File: src/rtl/dec8_to_bin27.sv
// Converts 8 packed BCD digits to a 27-bit binary value, one digit per cycle, MSB first.
// Latency 8 cycles from the start edge to ok; st is ignored while busy. Optional macro: DEC8_TO_BIN27_ERR_EN.
module dec8_to_bin27 (
  input  logic        clk,
  input  logic        rst,
  input  logic        st,
  input  logic [31:0] DEC,
  output logic [26:0] BIN,
  output logic        ok,
  output logic        busy,
  output logic        err
);

  typedef enum logic [1:0] {IDLE, CONV, DONE} state_t;

  state_t      state;
  logic [31:0] sr;
  logic [26:0] acc;
  logic [2:0]  cnt;
  logic [26:0] acc_nxt;

  // acc*10 built from two shifts; everything wraps modulo 2^27
  assign acc_nxt = (acc << 3) + (acc << 1) + {23'd0, sr[31:28]};

  assign busy = (state == CONV);
  assign ok   = (state == DONE);

`ifdef DEC8_TO_BIN27_ERR_EN
  logic bad;
  logic dec_bad;
  logic err_q;

  always_comb begin
    dec_bad = 1'b0;
    for (int i = 0; i < 8; i++) begin
      if (DEC[i*4 +: 4] > 4'd9) dec_bad = 1'b1;
    end
  end

  assign err = err_q;

  always_ff @(posedge clk or posedge rst) begin
    if (rst) begin
      bad   <= 1'b0;
      err_q <= 1'b0;
    end else begin
      if (state == IDLE && st) bad <= dec_bad;
      if (state == CONV && cnt == 3'd7) err_q <= bad;
    end
  end
`else
  assign err = 1'b0;
`endif

  always_ff @(posedge clk or posedge rst) begin
    if (rst) begin
      state <= IDLE;
      sr    <= '0;
      acc   <= '0;
      cnt   <= '0;
      BIN   <= '0;
    end else begin
      case (state)
        IDLE: begin
          if (st) begin
            sr    <= DEC;
            acc   <= '0;
            cnt   <= '0;
            state <= CONV;
          end
        end
        CONV: begin
          acc <= acc_nxt;
          sr  <= {sr[27:0], 4'd0};
          cnt <= cnt + 3'd1;
          if (cnt == 3'd7) begin
`ifdef DEC8_TO_BIN27_ERR_EN
            BIN <= bad ? 27'd0 : acc_nxt;
`else
            BIN <= acc_nxt;
`endif
            state <= DONE;
          end
        end
        DONE:    state <= IDLE;
        default: state <= IDLE;
      endcase
    end
  end

endmodule
File: config.mk
export PLATFORM = sky130hd
export DESIGN_NAME = dec8_to_bin27
export DESIGN_NICKNAME = d
export VERILOG_FILES = /design/src/rtl/dec8_to_bin27.sv
export SDC_FILE = /design/constraint.sdc
export NUM_CORES = 1
export LEC_CHECK = 0
export BUFFER_PORTS_ARGS = -buffer_cell sky130_fd_sc_hd__buf_2
export CELL_PAD_IN_SITES_DETAIL_PLACEMENT = 0
export CELL_PAD_IN_SITES_GLOBAL_PLACEMENT = 2
export CORE_AREA = 2 2 132 134
export DETAILED_ROUTE_END_ITERATION = 6
export DIE_AREA = 0 0 134 136
export GPL_ROUTABILITY_DRIVEN = 0
export PLACE_DENSITY = 0.86
export SETUP_SLACK_MARGIN = 0.5
export SYNTH_ARGS = -nofsm -noshare
export SYNTH_HDL_FRONTEND = slang
export SYNTH_SLANG_ARGS = --single-unit
File: constraint.sdc
create_clock -name clk -period 2.85 [get_ports clk]
set_input_delay 0.1425 -clock clk [delete_from_list [all_inputs] [get_ports clk]]
set_output_delay 0.1425 -clock clk [all_outputs]
set_load 0.005 [all_outputs]
==> flow_summary.ini, run 1 <==
[cells_and_area]
diodes = 0
instances_no_fill = 891
fin_nets = 748
fillers = 1659
layout-drive-gt1-share_pct = 24.6
area_growth_pct = 25.0

[synth]
ys_seq_area_share_pct = 41.2
synth_top_flop_cell = dfrtp_1
synth_area_leader_cell = dfrtp_1
synth_top_area_share_pct = 41.2
synth_area_um2 = 5460
ys_types = 51
yosysWarnings = 0
synthArstFlopShare_pct = 100
synth_cells = 592
syn-num-nets = 679
avgSynthCellArea_um2 = 9.23
synth_seq_cells = 90
synthTopCellsByArea = dfrtp_1 (41%), ha_1 (11%), nand2_1 (6.7%), o21ai_0 (6.1%), mux2i_1 (5.5%)
synth-edff-count = 0

[clock_tree]
clk_pin_slew_worst_paths_ps = 70
cts_root_buf = clkbuf_16
cts_tree = yes
clock_sinks = 90
clk_path_buf_depth = 2
clock_latency_ps = 350
h-tree-depth = 3
cts_buffers = 9

[drt]
viasPerCell = 5.16
wirelength_um = 13900
vias = 4600
drtAntennaViolNets = 0
drt-wirelength-per-cell_um = 15.6
drc = 0
drtIter0Drc = 233
firstDrtPassIters = 4

[sta]
setup_violations = 0
hold_violations = 0
min_period_ps = 2810
period_share_pct = 98.6
tightest_slew_ps = 745
finalClockSkew_ps = 10.2
maxSlewHeadroom_pct = 50.4
rsz0062_at_grt = true
fmax_mhz = 356
slew_violations = 0

[floorplan]
rows = 48
start_util_pct = 32.4
ios = 65
coreArea_um2 = 16900
die-area_um2 = 18200
die_height_um = 136
die_w_um = 134

[job]
max_cap_violations = 0

[worst_setup_path]
max_stage_delay_ps = 500
crit_path_end_kind = register
crit_fanout = 7
slowest_stage = or4_4
crit_top_cell = fa_2
arrival_ps = 3100
path_class = reg2reg
path_cells = inv_2, fa_2, fa_2, nand2b_4, a21o_1, a31o_4, o21a_4, or4_4, nand3_2
start_kind = register
crit_required_ps = 3140

[global_routing]
antenna_found_initial = 0
grt_max_degree = 57
grt_remaining_overflow = 0
grt_first_pass_wirelength_um = 22700
grtUsageTotal_pct = 15.8
grt_pass1_vias = 4489

[place]
numPortBuffers = 63
dp.cells = 863
dpl.hpwl_um = 9900

[min_path]
min_path_type = in2reg

[status]
status = finished clean
[cell usage in the layout (no fill, tap or decap), types with 4 or more instances in the layout]
master	count
nand2_1	95
a21oi_1	30
or4_1	4
dlygate4sd3_1	4
mux2i_1	29
buf_2	63
xnor2_2	4
o21a_1	7
xor2_1	6
dfrtp_1	90
buf_6	5
nor3_1	11
o2111ai_1	5
clkbuf_16	9
buf_4	24
inv_2	5
nor2_1	14
inv_1	9
ha_1	41
o21ai_0	54
nand4_1	11
or3_1	6
ha_4	4
o21ai_1	14
and2_1	4
ha_2	5
a22o_1	9
nand3_1	20
o211ai_1	5
[critical path: cells and delay by family, from the launching register on]
kind,cells,cell delay (ps)
fa+ha+maj,2,820
simple gates,3,750
compound gates,3,720
flops,1,380
buf+inv,1,70
[metal layers]
metal / track usage (%) / vias to the layer above / routed length [um]
met1: 21.2 / 2186 / 6450
met5: 0 / - / 0
met2: 25.0 / 115 / 6590
met3: 2.80 / 26 / 567
li1: - / 2273 / -
met4: 6.62 / 0 / 325
[per-stage QoR]
stage	util (%)	setup TNS, ps	instance area, um^2	hold slack, ps	worst slack, ps
after floorplan	-	0	5510	275	127
after global placement	36.4	-21.6	6130	117	-21.6
after detailed placement	36.4	-215	6130	118	-71.5
after global routing	40.5	-56.5	6830	22.1	-43.1
final	40.5	0	6830	10.1	40.7
after CTS	39.4	0	6660	0.428	66.1
[state kept, by name, summed over array words and instances, names as in the netlist]
signal  count
acc        26
sr         32
cnt         3
state       2
BIN        27
[worst paths after layout]
check                         from      end  slack (ps)  cells past startpoint
setup / recovery            acc[2]  BIN[20]          40                      9
hold / removal              DEC[1]    sr[1]          10                      2
setup reg to reg            acc[2]  BIN[20]          40                      9
hold reg to reg            BIN[12]  BIN[12]         480                      2
max in group asynchronous      rst  BIN[23]        1940                      4
min in group asynchronous      rst   BIN[6]         290                      3
[logic make-up after synthesis]
family / after synthesis / synth area share (%)
adders and majority gates: 52 / 12.2
AOI/OAI and AO/OA: 159 / 17.9
DFF: 90 / 41.2
muxes: 32 / 5.91
xor gates and xnor gates: 16 / 2.56
other: 1 / 0.0686
buffers and inverters: 55 / 4.10
and+or+nand+nor: 187 / 16.1
[area by class of cell]
class                      count  area, um^2  area share, %
clock buffer                   9         225           3.30
tap                          225         282           4.12
timing repair buffer          97         612           8.96
clock inverter                 7        92.6           1.36
sequential                    90        2250           33.0
inverter                      16        63.8          0.934
multi-input combinational    447        3300           48.4
[cell usage after synthesis (all sizes together), types with 3 or more instances]
master	instances
o21bai	3
nand3	23
xor2	9
or3	6
nand4b	3
buf	12
nand2b	3
a221oi	4
a22o	9
mux2i	30
nor3	11
nor2	14
inv	15
o2111ai	6
ha	50
a21boi	3
a21o	3
o21ai	68
nand4	11
dfrtp	90
o211ai	5
or4	6
and2	4
nand2	97
a21oi	35
clkbuf	27
o21a	8
xnor2	7
[what timing repair did]
| action | CTS | global route |
|---|---|---|
| setup endpoints to repair | 35 | 36 |
| gates resized for setup | 27 | 40 |
| pin swaps | 7 | 17 |
| hold buffers | 4 | 0 |
| buffers inserted | 4 | 4 |
| endpoints found under the hold margin | 13 | 0 |
Power of run 1 is not shown: default switching activity piles up to over one toggle a cycle in this logic, so the estimate is an artifact.
==> inputs of run 2 (changes only) <==
- HOLD_SLACK_MARGIN: default -> 0.08
- PLACE_DENSITY: 0.86 -> default
- PLACE_DENSITY_LB_ADDON: default -> 0.3
==> run 2 against run 1 <==
Non-clock buffer count rose by 22. First-iteration DRC count fell by 9.9%. Wire length rose by 3.7%. Cell count rose by 2.5%. Utilization rose by 1.5 points. Final area rose by 3.7%. Via count rose by 1.3%.
==> flow_summary.ini, run 2 (same netlist as run 1, synthesis figures left out) <==
[floorplan]
start_util_pct = 32.4
die-area_um2 = 18200
coreArea_um2 = 16900
die_height_um = 136
rows = 48
die_w_um = 134
ios = 65

[sta]
whs_ps = 81.5
setup_violations = 0
hold_violations = 0
min_period_ps = 2800
rsz0062_at_grt = true
finalClockSkew_ps = 9.43
slew_violations = 0
fmax_mhz = 357
tightest_slew_ps = 776
period_share_pct = 98.3
maxSlewHeadroom_pct = 48.3

[status]
status = finished clean

[cells_and_area]
largest_reg_flops = 32
area_growth_pct = 29.6
final_cell_mix = nand2_1 (94), dfrtp_1 (90), buf_2 (63)
fin_nets = 770
layout_commonest_cell = nand2_1
diodes = 0
layout-drive-gt1-share_pct = 25.0
reg_top3 = sr x32, BIN x27, acc x26
regMostFlops = sr

[clock_tree]
h-tree-depth = 3
cts_tree = yes
clk_pin_slew_worst_paths_ps = 80
clk_path_buf_depth = 2
clock_sinks = 90
cts_root_buf = clkbuf_16
clock_latency_ps = 360
cts_buffers = 9

[worst_setup_path]
path_class = reg2reg
arrival_ps = 3100
start_kind = register
crit_fanout = 7
crit_path_end_kind = register
crit_required_ps = 3150

[drt]
drt-wirelength-per-cell_um = 15.8
vias = 4660
wirelength_um = 14500
viasPerCell = 5.10
drc = 0
drtAntennaViolNets = 0
drtIter0Drc = 210
firstDrtPassIters = 4

[global_routing]
grt_max_degree = 70
grt_remaining_overflow = 0
grt_first_pass_wirelength_um = 23900
grtUsageTotal_pct = 16.7
grt_pass1_vias = 4622
antenna_found_initial = 0

[place]
numPortBuffers = 63
dpl.hpwl_um = 10200

[job]
max_cap_violations = 0

[min_path]
min_path_type = in2reg
## run 2: cell types whose count changed in the layout (fill, tap and decap cells not counted), sizes merged
cell         previous run  this run
buf                    93       104
clkinv                  3         2
clkinvlp                1         2
dlygate4sd3             4        15
## run 2: path summary, 6_finish.rpt
kind                            startpoint       to  slack (ps)  cells past startpoint
worst max register to register      acc[0]  BIN[24]          50                      9
worst min register to register     BIN[15]  BIN[15]         470                      2
worst max-delay path                acc[0]  BIN[24]          50                      9
worst min-delay path               DEC[30]   sr[30]          80                      3
max in group asynchronous              rst  acc[19]        1660                      4
min in group asynchronous              rst   BIN[6]         450                      3
## run 2: worst max-delay path, stage by stage, from the launching register on
cell and delay, ps:
dfrtp_1 410, inv_2 60, fa_2 460, fa_2 410, nand2b_4 150, a21o_1 170
a31o_4 250, o21a_4 250, or4_4 490, nand3_2 90
## run 2: area by class of cell
cell class,count,area [um^2]
Fill cell,1670,9800
Multi-Input combinational cell,447,3330
Clock inverter,7,93.8
Timing Repair Buffer,119,832
Inverter,16,63.8
Tap cell,225,282
Clock buffer,9,225
Sequential cell,90,2250
## run 2: metal layers
| metal | wire [um] | track usage, % | up-vias |
|---|---|---|---|
| li1 | - | - | 2319 |
| met1 | 6840 | 22.4 | 2231 |
| met2 | 6770 | 26.9 | 91 |
| met3 | 616 | 3.65 | 19 |
| met4 | 222 | 5.38 | 0 |
| met5 | 0 | 0 | - |
## run 2: per-stage QoR
| stage | utilization (%) | TNS [ps] | instance area (um^2) | worst slack (ps) | cells |
|---|---|---|---|---|---|
| 3_5_place_dp | 36.5 | -138 | 6160 | -53.1 | 865 |
| 2_1_floorplan | - | 0 | 5510 | 127 | 592 |
| 3_3_place_gp | 36.5 | 0 | 6160 | 27.5 | 865 |
| 4_1_cts | 40.3 | 0 | 6800 | 43.5 | 900 |
| 6_report | 41.9 | 0 | 7080 | 47.4 | 913 |
| 5_1_grt | 41.9 | -14.3 | 7080 | -7.19 | 913 |
## run 2: what timing repair did
action	in CTS	in global routing
hold endpoints to repair	41	2
buffers inserted	6	11
pin swaps	14	26
hold buffers	13	2
setup endpoints to repair	35	37
resized for setup	26	47
Power of run 2 is left out for the same reason.
==> inputs of run 3 (changes only) <==
- PLACE_DENSITY: default -> 0.71
- PLACE_DENSITY_LB_ADDON: 0.3 -> default
- SETUP_SLACK_MARGIN: 0.5 -> default
==> run 3 against run 2 <==
Utilization fell by 2.0 points. Final area is 4.9% lower. Worst setup slack lost 18 ps. Sequential share of layout area grew 1.6 points. First-iteration DRC count is 2.4% higher. Maximum frequency decreased by 0.64%. Wire length is 1.1% lower. Die area did not move. Global-route usage is 0.63 points lower. Critical endpoint unchanged. Highest routed layer unchanged.
==> flow_summary.ini, run 3 (same netlist as run 1, synthesis figures left out) <==
[status]
status = finished clean

[floorplan]
start_util_pct = 32.4
die_height_um = 136
die_w_um = 134
die-area_um2 = 18200
rows = 48
ios = 65
coreArea_um2 = 16900

[worst_setup_path]
crit_required_ps = 3140
max_stage_delay_ps = 490
reg2reg_from = acc[0]
worstSetupEndpoint = BIN[24]
startpoint = acc[0]
arrival_ps = 3110
cp.depth = 9
crit_path_end_kind = register
rrSetupSlack_ps = 30
reg2reg_depth = 9
worstReg2RegEnd = BIN[24]
start_kind = register
cp_num_buf_inv = 1
crit_top_cell = fa_2
slowest_stage = or4_1
path_cells = inv_2, fa_2, fa_2, nand2b_4, a21o_1, a31o_4, o21a_4, or4_1, nand3_1
crit_fanout = 7
path_class = reg2reg
critPathTopFamily = adder cells

[cells_and_area]
layout_commonest_cell = nand2_1
reg_top3 = sr x32, BIN x27, acc x26
final_cell_mix = nand2_1 (97), dfrtp_1 (90), o21ai_0 (66)
diodes = 0
fin_nets = 761
regMostFlops = sr
area_growth_pct = 23.2
layout-drive-gt1-share_pct = 21.1
largest_reg_flops = 32
postLayoutCoreUtil_pct = 39.9

[clock_tree]
cts_root_buf = clkbuf_16
clk_pin_slew_worst_paths_ps = 70
cts_buffers = 9
clk_path_buf_depth = 2
clock_sinks = 90
clock_latency_ps = 350
cts_tree = yes
h-tree-depth = 3

[drt]
viasPerCell = 5.09
met3WireLength_um = 507
wl_met2_um = 6660
drtIter0Drc = 215
wirelength_um = 14300
wl_met1_um = 6890
drt-wirelength-per-cell_um = 15.8
firstDrtPassIters = 5
drc = 0
top_layer_used = met4
drtAntennaViolNets = 0
vias = 4600

[global_routing]
grt_pass1_vias = 4540
grtUsageTotal_pct = 16.1
grt_first_pass_wirelength_um = 23200
antenna_found_initial = 0
grt_remaining_overflow = 0
grt_max_degree = 90

[job]
max_cap_violations = 0

[sta]
min_period_ps = 2820
slew_violations = 0
hold_violations = 0
fin_ws_ps = 29.4
setup_violations = 0
maxSlewHeadroom_pct = 48.6
fmax_mhz = 355
finalClockSkew_ps = 8.98
rsz0062_at_grt = true
period_share_pct = 99.0
tightest_slew_ps = 771

[place]
place_ws_ps = -121
numPortBuffers = 63
dpl.hpwl_um = 9940

[min_path]
min_path_type = in2reg
run 3: cell count changes in the layout (fill, tap and decap cells not counted), moves of 3 or more:
cell / change
o21ai_0: +12
o21ai_1: -11
buf_6: -9
buf_4: +5
dlygate4sd3_1: -5
a21oi_4: -3
clkinv_2: +3
ha_2: -3
nand2_1: +3
nand2_4: -3
xnor2_1: +3
xor2_1: +3
run 3: through the flow:
stage | instance area [um^2] | TNS (ps) | std cells | hold WS, ps
after floorplan | 5460 | 0 | 592 | 275
after global placement | 6180 | -127 | 874 | -5.38
after detailed placement | 6180 | -583 | 874 | -6.25
after CTS | 6620 | 0 | 900 | 81.9
after global routing | 6730 | -148 | 903 | 89.9
final | 6730 | 0 | 903 | 90.3
run 3: what timing repair did:
| action | CTS | global route |
|---|---|---|
| pin swaps | 7 | 17 |
| hold endpoints to repair | 99 | 0 |
| gates cloned | 0 | 0 |
| buffers inserted | 1 | 3 |
| hold buffers | 10 | 0 |
| setup endpoints to repair | 13 | 25 |
| gates resized for setup | 8 | 20 |
run 3: worst min-delay path, delay by kind of cell:
kind,cells,cell delay (ps)
mux,1,50
compound gates,1,130
buf+inv,1,90
run 3: per-layer routing:
layer	up-vias	global-route usage (%)
li1	2297	-
met1	2198	21.8
met2	88	25.8
met3	17	2.87
met4	0	5.50
met5	-	0
run 3: layout make-up:
cell class / instances / area (um^2)
fill: 1701 / 10100
multi-input combinational: 447 / 3130
sequential: 90 / 2250
timing repair buffer: 110 / 718
tap: 225 / 282
clock buffer: 9 / 225
clock inverter: 6 / 67.6
inverter: 16 / 61.3
run 3: worst min-delay path by stage:
stage	start	to	slack [ps]	cells after the start
floorplan	DEC[0]	sr[0]	280	1
detailed placement	rst	BIN[6]	-6	2
CTS	DEC[7]	sr[7]	80	3
global route	DEC[29]	sr[29]	90	3
finish	DEC[28]	sr[28]	90	3
global placement	rst	BIN[6]	-5	2
Power of run 3 is left out for the same reason.
